--- src/rtl/otter_pipe_ctrl.sv ---
// ---------------------------------------------------------------------------
// otter_pipe_ctrl
//   Pipeline control sequencer for the 5-stage OTTER core. It takes the
//   hazard-unit outputs and produces per-stage register actions. It also
//   tracks multi-cycle data-memory waits with a timeout and keeps saturating
//   stall/flush performance counters.
//
// Parameters
//   DMEM_TIMEOUT : max consecutive DWAIT cycles before HALT (0 = never halt)
//   CNT_W        : width of the performance counters
//
// Ports
//   CLK, RST            : clock, synchronous active-high reset
//   LOAD_USE            : load-use hazard on the decode instruction
//   BR_TAKEN            : taken branch/jump resolved in EX
//   IMEM_READY          : fetch data valid this cycle
//   DMEM_REQ/DMEM_READY : MEM-stage data access and its completion
//   PC_EN ... MEM_WB_*  : per-stage enables and NOP-insert controls
//   HALTED              : core halted on a data-memory timeout
//   STALL_CNT/FLUSH_CNT : saturating stall-cycle / redirect counters
// ---------------------------------------------------------------------------
module otter_pipe_ctrl #(
    parameter int unsigned DMEM_TIMEOUT = 16,
    parameter int unsigned CNT_W        = 16
) (
    input  logic             CLK,
    input  logic             RST,
    input  logic             LOAD_USE,
    input  logic             BR_TAKEN,
    input  logic             IMEM_READY,
    input  logic             DMEM_REQ,
    input  logic             DMEM_READY,
    output logic             PC_EN,
    output logic             FE_DE_EN,
    output logic             FE_DE_FLUSH,
    output logic             DE_EX_EN,
    output logic             DE_EX_BUBBLE,
    output logic             EX_MEM_EN,
    output logic             MEM_WB_EN,
    output logic             MEM_WB_BUBBLE,
    output logic             HALTED,
    output logic [CNT_W-1:0] STALL_CNT,
    output logic [CNT_W-1:0] FLUSH_CNT
);

    // A zero-width timer is illegal, so a disabled timeout still gets one bit.
    localparam int unsigned TMR_W = (DMEM_TIMEOUT == 0) ? 1 : $clog2(DMEM_TIMEOUT + 1);

    typedef enum logic [1:0] {
        S_RUN   = 2'd0,
        S_DWAIT = 2'd1,
        S_HALT  = 2'd2
    } state_e;

    state_e             state_q, state_d;
    logic [TMR_W-1:0]   timer_q, timer_d;
    logic [CNT_W-1:0]   stall_q, flush_q;
    logic               stall_inc, flush_inc;
    logic               upstream;   // apply the redirect / load-use / fetch rules

    always_ff @(posedge CLK) begin
        if (RST) begin
            state_q <= S_RUN;
            timer_q <= '0;
            stall_q <= '0;
            flush_q <= '0;
        end else begin
            state_q <= state_d;
            timer_q <= timer_d;
            if (stall_inc && (stall_q != '1)) stall_q <= stall_q + 1'b1;
            if (flush_inc && (flush_q != '1)) flush_q <= flush_q + 1'b1;
        end
    end

    always_comb begin
        state_d       = state_q;
        timer_d       = timer_q;
        stall_inc     = 1'b0;
        flush_inc     = 1'b0;
        upstream      = 1'b0;
        PC_EN         = 1'b1;
        FE_DE_EN      = 1'b1;
        FE_DE_FLUSH   = 1'b0;
        DE_EX_EN      = 1'b1;
        DE_EX_BUBBLE  = 1'b0;
        EX_MEM_EN     = 1'b1;
        MEM_WB_EN     = 1'b1;
        MEM_WB_BUBBLE = 1'b0;
        HALTED        = 1'b0;

        case (state_q)
            S_RUN: begin
                if (DMEM_REQ && !DMEM_READY) begin
                    // Freeze everything up to EX_MEM. The held EX instruction
                    // re-presents any branch/hazard once memory completes.
                    PC_EN         = 1'b0;
                    FE_DE_EN      = 1'b0;
                    DE_EX_EN      = 1'b0;
                    EX_MEM_EN     = 1'b0;
                    MEM_WB_BUBBLE = 1'b1;
                    stall_inc     = 1'b1;
                    timer_d       = TMR_W'(1);
                    state_d       = S_DWAIT;
                end else begin
                    upstream = 1'b1;
                end
            end
            S_DWAIT: begin
                if (!DMEM_READY) begin
                    PC_EN         = 1'b0;
                    FE_DE_EN      = 1'b0;
                    DE_EX_EN      = 1'b0;
                    EX_MEM_EN     = 1'b0;
                    MEM_WB_BUBBLE = 1'b1;
                    stall_inc     = 1'b1;
                    if (timer_q != '1) timer_d = timer_q + 1'b1;
                    if ((DMEM_TIMEOUT != 0) && (timer_q == TMR_W'(DMEM_TIMEOUT)))
                        state_d = S_HALT;
                end else begin
                    // Data returns: MEM_WB takes real data, upstream acts as in RUN.
                    upstream = 1'b1;
                    timer_d  = '0;
                    state_d  = S_RUN;
                end
            end
            S_HALT: begin
                PC_EN     = 1'b0;
                FE_DE_EN  = 1'b0;
                DE_EX_EN  = 1'b0;
                EX_MEM_EN = 1'b0;
                MEM_WB_EN = 1'b0;
                HALTED    = 1'b1;
            end
            default: state_d = S_RUN;
        endcase

        // Redirect outranks load-use and fetch misses: decode/fetch are wrong-path.
        if (upstream) begin
            if (BR_TAKEN) begin
                FE_DE_FLUSH  = 1'b1;
                DE_EX_BUBBLE = 1'b1;
                flush_inc    = 1'b1;
            end else if (LOAD_USE) begin
                PC_EN        = 1'b0;
                FE_DE_EN     = 1'b0;
                DE_EX_BUBBLE = 1'b1;
                stall_inc    = 1'b1;
            end else if (!IMEM_READY) begin
                PC_EN        = 1'b0;
                FE_DE_FLUSH  = 1'b1;
                stall_inc    = 1'b1;
            end
        end

        // Reset drains NOPs through the whole pipe with the PC held.
        if (RST) begin
            state_d       = S_RUN;
            timer_d       = '0;
            stall_inc     = 1'b0;
            flush_inc     = 1'b0;
            PC_EN         = 1'b0;
            FE_DE_EN      = 1'b1;
            FE_DE_FLUSH   = 1'b1;
            DE_EX_EN      = 1'b1;
            DE_EX_BUBBLE  = 1'b1;
            EX_MEM_EN     = 1'b1;
            MEM_WB_EN     = 1'b1;
            MEM_WB_BUBBLE = 1'b1;
            HALTED        = 1'b0;
        end
    end

    assign STALL_CNT = stall_q;
    assign FLUSH_CNT = flush_q;

endmodule
--- config.mk ---
export PLATFORM = sky130hd
export DESIGN_NAME = otter_pipe_ctrl
export DESIGN_NICKNAME = d
export VERILOG_FILES = /design/src/rtl/otter_pipe_ctrl.sv
export SDC_FILE = /design/constraint.sdc
export NUM_CORES = 1
export LEC_CHECK = 0
export BUFFER_PORTS_ARGS = -buffer_cell sky130_fd_sc_hd__buf_4
export CORE_UTILIZATION = 30
export CTS_BUF_LIST = sky130_fd_sc_hd__clkbuf_8
export DETAILED_ROUTE_END_ITERATION = 8
export GPL_TIMING_DRIVEN = 1
export PLACE_DENSITY_LB_ADDON = 0.12
export SLEW_MARGIN = 20
export SYNTH_ARGS = -nofsm -noshare
export SYNTH_HDL_FRONTEND = slang
export SYNTH_SLANG_ARGS = --single-unit
--- constraint.sdc ---
create_clock -name CLK -period 4.1 [get_ports CLK]
set_input_delay 0 -clock CLK [delete_from_list [all_inputs] [get_ports CLK]]
set_output_delay 0 -clock CLK [all_outputs]
set_load 0.02 [all_outputs]
==> qor.txt <==
Post-Syn Nets - 263
Worst Max-Slew Pin Slew - 0.725 ns
Area leader, netlist - dfxtp_1
Reg area - 781 µm²
Nets@finish - 307
Dpl hpwl - 3310 µm
Status - finished, final reports clean
Setup bufs post-CTS - 0
Worst R2R Path Depth - 7
CTS root buffer - clkbuf_8
Critical Path AT - 2.34 ns
Hold_sp - DMEM_READY
CTS Sinks - 39
Leak - 0.965 nW
Unrepaired setup endpoints after global routing - no
Syn Area/Cell - 8.41 µm²
Clock buffer depth - 2
Final Critical Period - 2.16 ns
Fin crit share - 52.7%
Port bufs - 47
Relative slew slack - 51.2%
CP max stage delay - 0.41 ns
Commonest non-fill, non-tap cells in the layout - buf_4, dfxtp_1, nor2_1, o21ai_0, a21oi_1
Clock transition at path regs - 0.08 ns
Setup crit end kind - flop
DR iter-0 viols - 66
Synthesized cell area - 0.00211 mm²
EDFF count, synth - 0
Flop-to-flop setup slack - 1.94 ns
Asr flop ratio synth - 0%
Die height - 85.9 µm
Hold_buf cts - 0
Die area - 0.00738 mm²
Cell-by-cell listing of the critical path - ha_1 -> nand3_2 -> or2_0 -> o311ai_2 -> buf_4 -> nor3_2 -> mux2_4
CTS tree - done
Fmax - 0.462 GHz
# diodes - 0
Synthesized flop and latch total - 39
Pwr Density - 286 mW/mm²
Reg2reg end - STALL_CNT[7]
DRT Pass-1 Iters - 4
Effective utilization at floorplan - 31.1%
WL/cell - 12.1 µm
Number of remaining DRC errors - 0
Fin Clk Skew - 0.00834 ns
Multi-input logic area - 0.00119 mm²
Fill cells - 719
Reg2reg start - STALL_CNT[1]
# placed instances - 384
Area growth from synthesis to layout - 23.1%
Hold Vio Cnt, Final - 0
Hold endpoint - timer_q[0]
Die extent in x - 85.9 µm
Max Cap Viol - 0
Met3 Usage GRT - 3.66%
Hold path cells - 4
VDD IR max - 0.0000914 V
CTS-repair resized insts - 0
Largest net degree at the start of global routing - 47
Fraction of layout cells with a size suffix above 1 - 24.7%
Final Wtd Congestion - 0.716
Setup_tns - 0 ns
Met1 Use GR - 18.2%
Top-Level Pins - 48
Routed vias/inst - 4.85
Req. time, crit path - 4.28 ns
Post-Route WL - 4730 µm
Clk_lat worst skew - 0.29 ns
GR Util met2 - 20.5%
Worst min path class - in -> reg
Vias - 1,896
Synth warn - 0
CTS Buf Count - 5
Initial antenna violation count - 0
Crit path max-delay cell type - dfxtp_1
Unique masters post-synth - 56
Type of origin of the critical path - flop
Most common cell after layout, fill and taps aside - buf_4
Overflow after GRT - 0
Worst-path fanout max - 20
Crit path kind - reg -> reg
Non-Filler Instances - 391
Synth top area share - 37.0%
Mapped Cells - 251
First-pass GRT wire length - 7980 µm
Setup violators final - 0
Largest cells by area after synthesis - dfxtp_1, nor2_1, a21oi_1
Vias in the first global route - 1,717
Cell row count - 30
Placeable Area - 0.00679 mm²
GRT busiest layer - met2
Tot Pwr - 0.742 mW
CTS H-tree lvls - 2
Max-slew violation count - 0
Synth Flop Type - dfxtp_1
DRT antenna net count - 0
Sequential area share after synthesis - 37.0%
Total GRT Usage - 13.3%
==> worst max-delay path, delay by kind of cell (launching register included) <==
family | cells | cell delay (ns)
simple gates | 3 | 0.54
flops | 1 | 0.41
compound gates | 1 | 0.32
mux | 1 | 0.29
buf+inv | 1 | 0.27
fa+ha+maj | 1 | 0.22
==> worst max-delay path by stage <==
stage,end,cells past startpoint,slack [ns],startpoint
global route,STALL_CNT[7],7,1.75,STALL_CNT[0]
finish,STALL_CNT[7],7,1.94,STALL_CNT[1]
global placement,STALL_CNT[7],7,2.02,STALL_CNT[0]
CTS,STALL_CNT[7],7,1.94,STALL_CNT[1]
detailed placement,STALL_CNT[7],7,1.96,STALL_CNT[1]
floorplan,STALL_CNT[7],8,2.02,STALL_CNT[0]
==> power by group <==
part	switching, mW	leakage (nW)	internal, mW	total, mW
registers	0.00844	0.315	0.385	0.394
clock network	0.136	0.0470	0.132	0.268
logic	0.0476	0.603	0.0331	0.0807
total	0.192	0.965	0.551	0.742
==> cell type report <==
cell class              instances  area share, %
clock buffers                   6           3.18
clock inverters                 1          0.193
multi-input cells             187           45.9
inverters                      13           1.88
well taps                      96           4.62
flip-flops and latches         39           30.0
repair buffers                 49           14.2
==> metal layers <==
metal  vias to the layer above  part of all wire (%)
li1                        996                     -
met1                       859                    51
met2                        36                    43
met3                         5                   4.6
met4                         0                   1.1
met5                         -                     0
==> state kept, by name, indices dropped and copies added, names as in the netlist <==
signal	flops
FLUSH_CNT	16
state_q	2
timer_q	5
STALL_CNT	16
==> cells by family after synthesis <==
| logic type | count (synthesis) | share of synthesized area, % |
|---|---|---|
| AOI/OAI and AO/OA | 54 | 17.0 |
| xor gates and xnor gates | 10 | 4.15 |
| and+or+nand+nor | 115 | 30.8 |
| muxes | 3 | 1.66 |
| buffers and inverters | 25 | 6.46 |
| adders and majority gates | 5 | 2.96 |
| DFF | 39 | 37.0 |
==> Yosys cell counts (3+ instances only) <==
cell,count
dfxtp_1,39
nor2_1,26
a21oi_1,14
o21ai_0,14
inv_1,13
nand2_1,13
nor3_1,12
nand3_1,11
or3_1,8
xnor2_1,8
and3_1,6
clkbuf_1,5
ha_1,5
nand4_1,5
nor4_1,5
nor2b_1,4
o21ai_1,4
o31ai_1,4
buf_6,3
nand2b_1,3
or4_1,3
==> metrics by stage <==
stage | instance area (µm²) | worst slack [ns] | utilization (%) | hold slack, ns
finish | 2600 | 1.94 | 38.3 | 0.0722
global route | 2600 | 1.75 | 38.3 | 0.0941
CTS | 2600 | 1.94 | 38.3 | 0.0705
detailed placement | 2510 | 1.96 | 37.0 | 0.372
global placement | 2510 | 2.02 | 37.0 | 0.368
floorplan | 2110 | 2.02 | - | 0.224
Note: power is estimated with default switching activity, not from simulation.
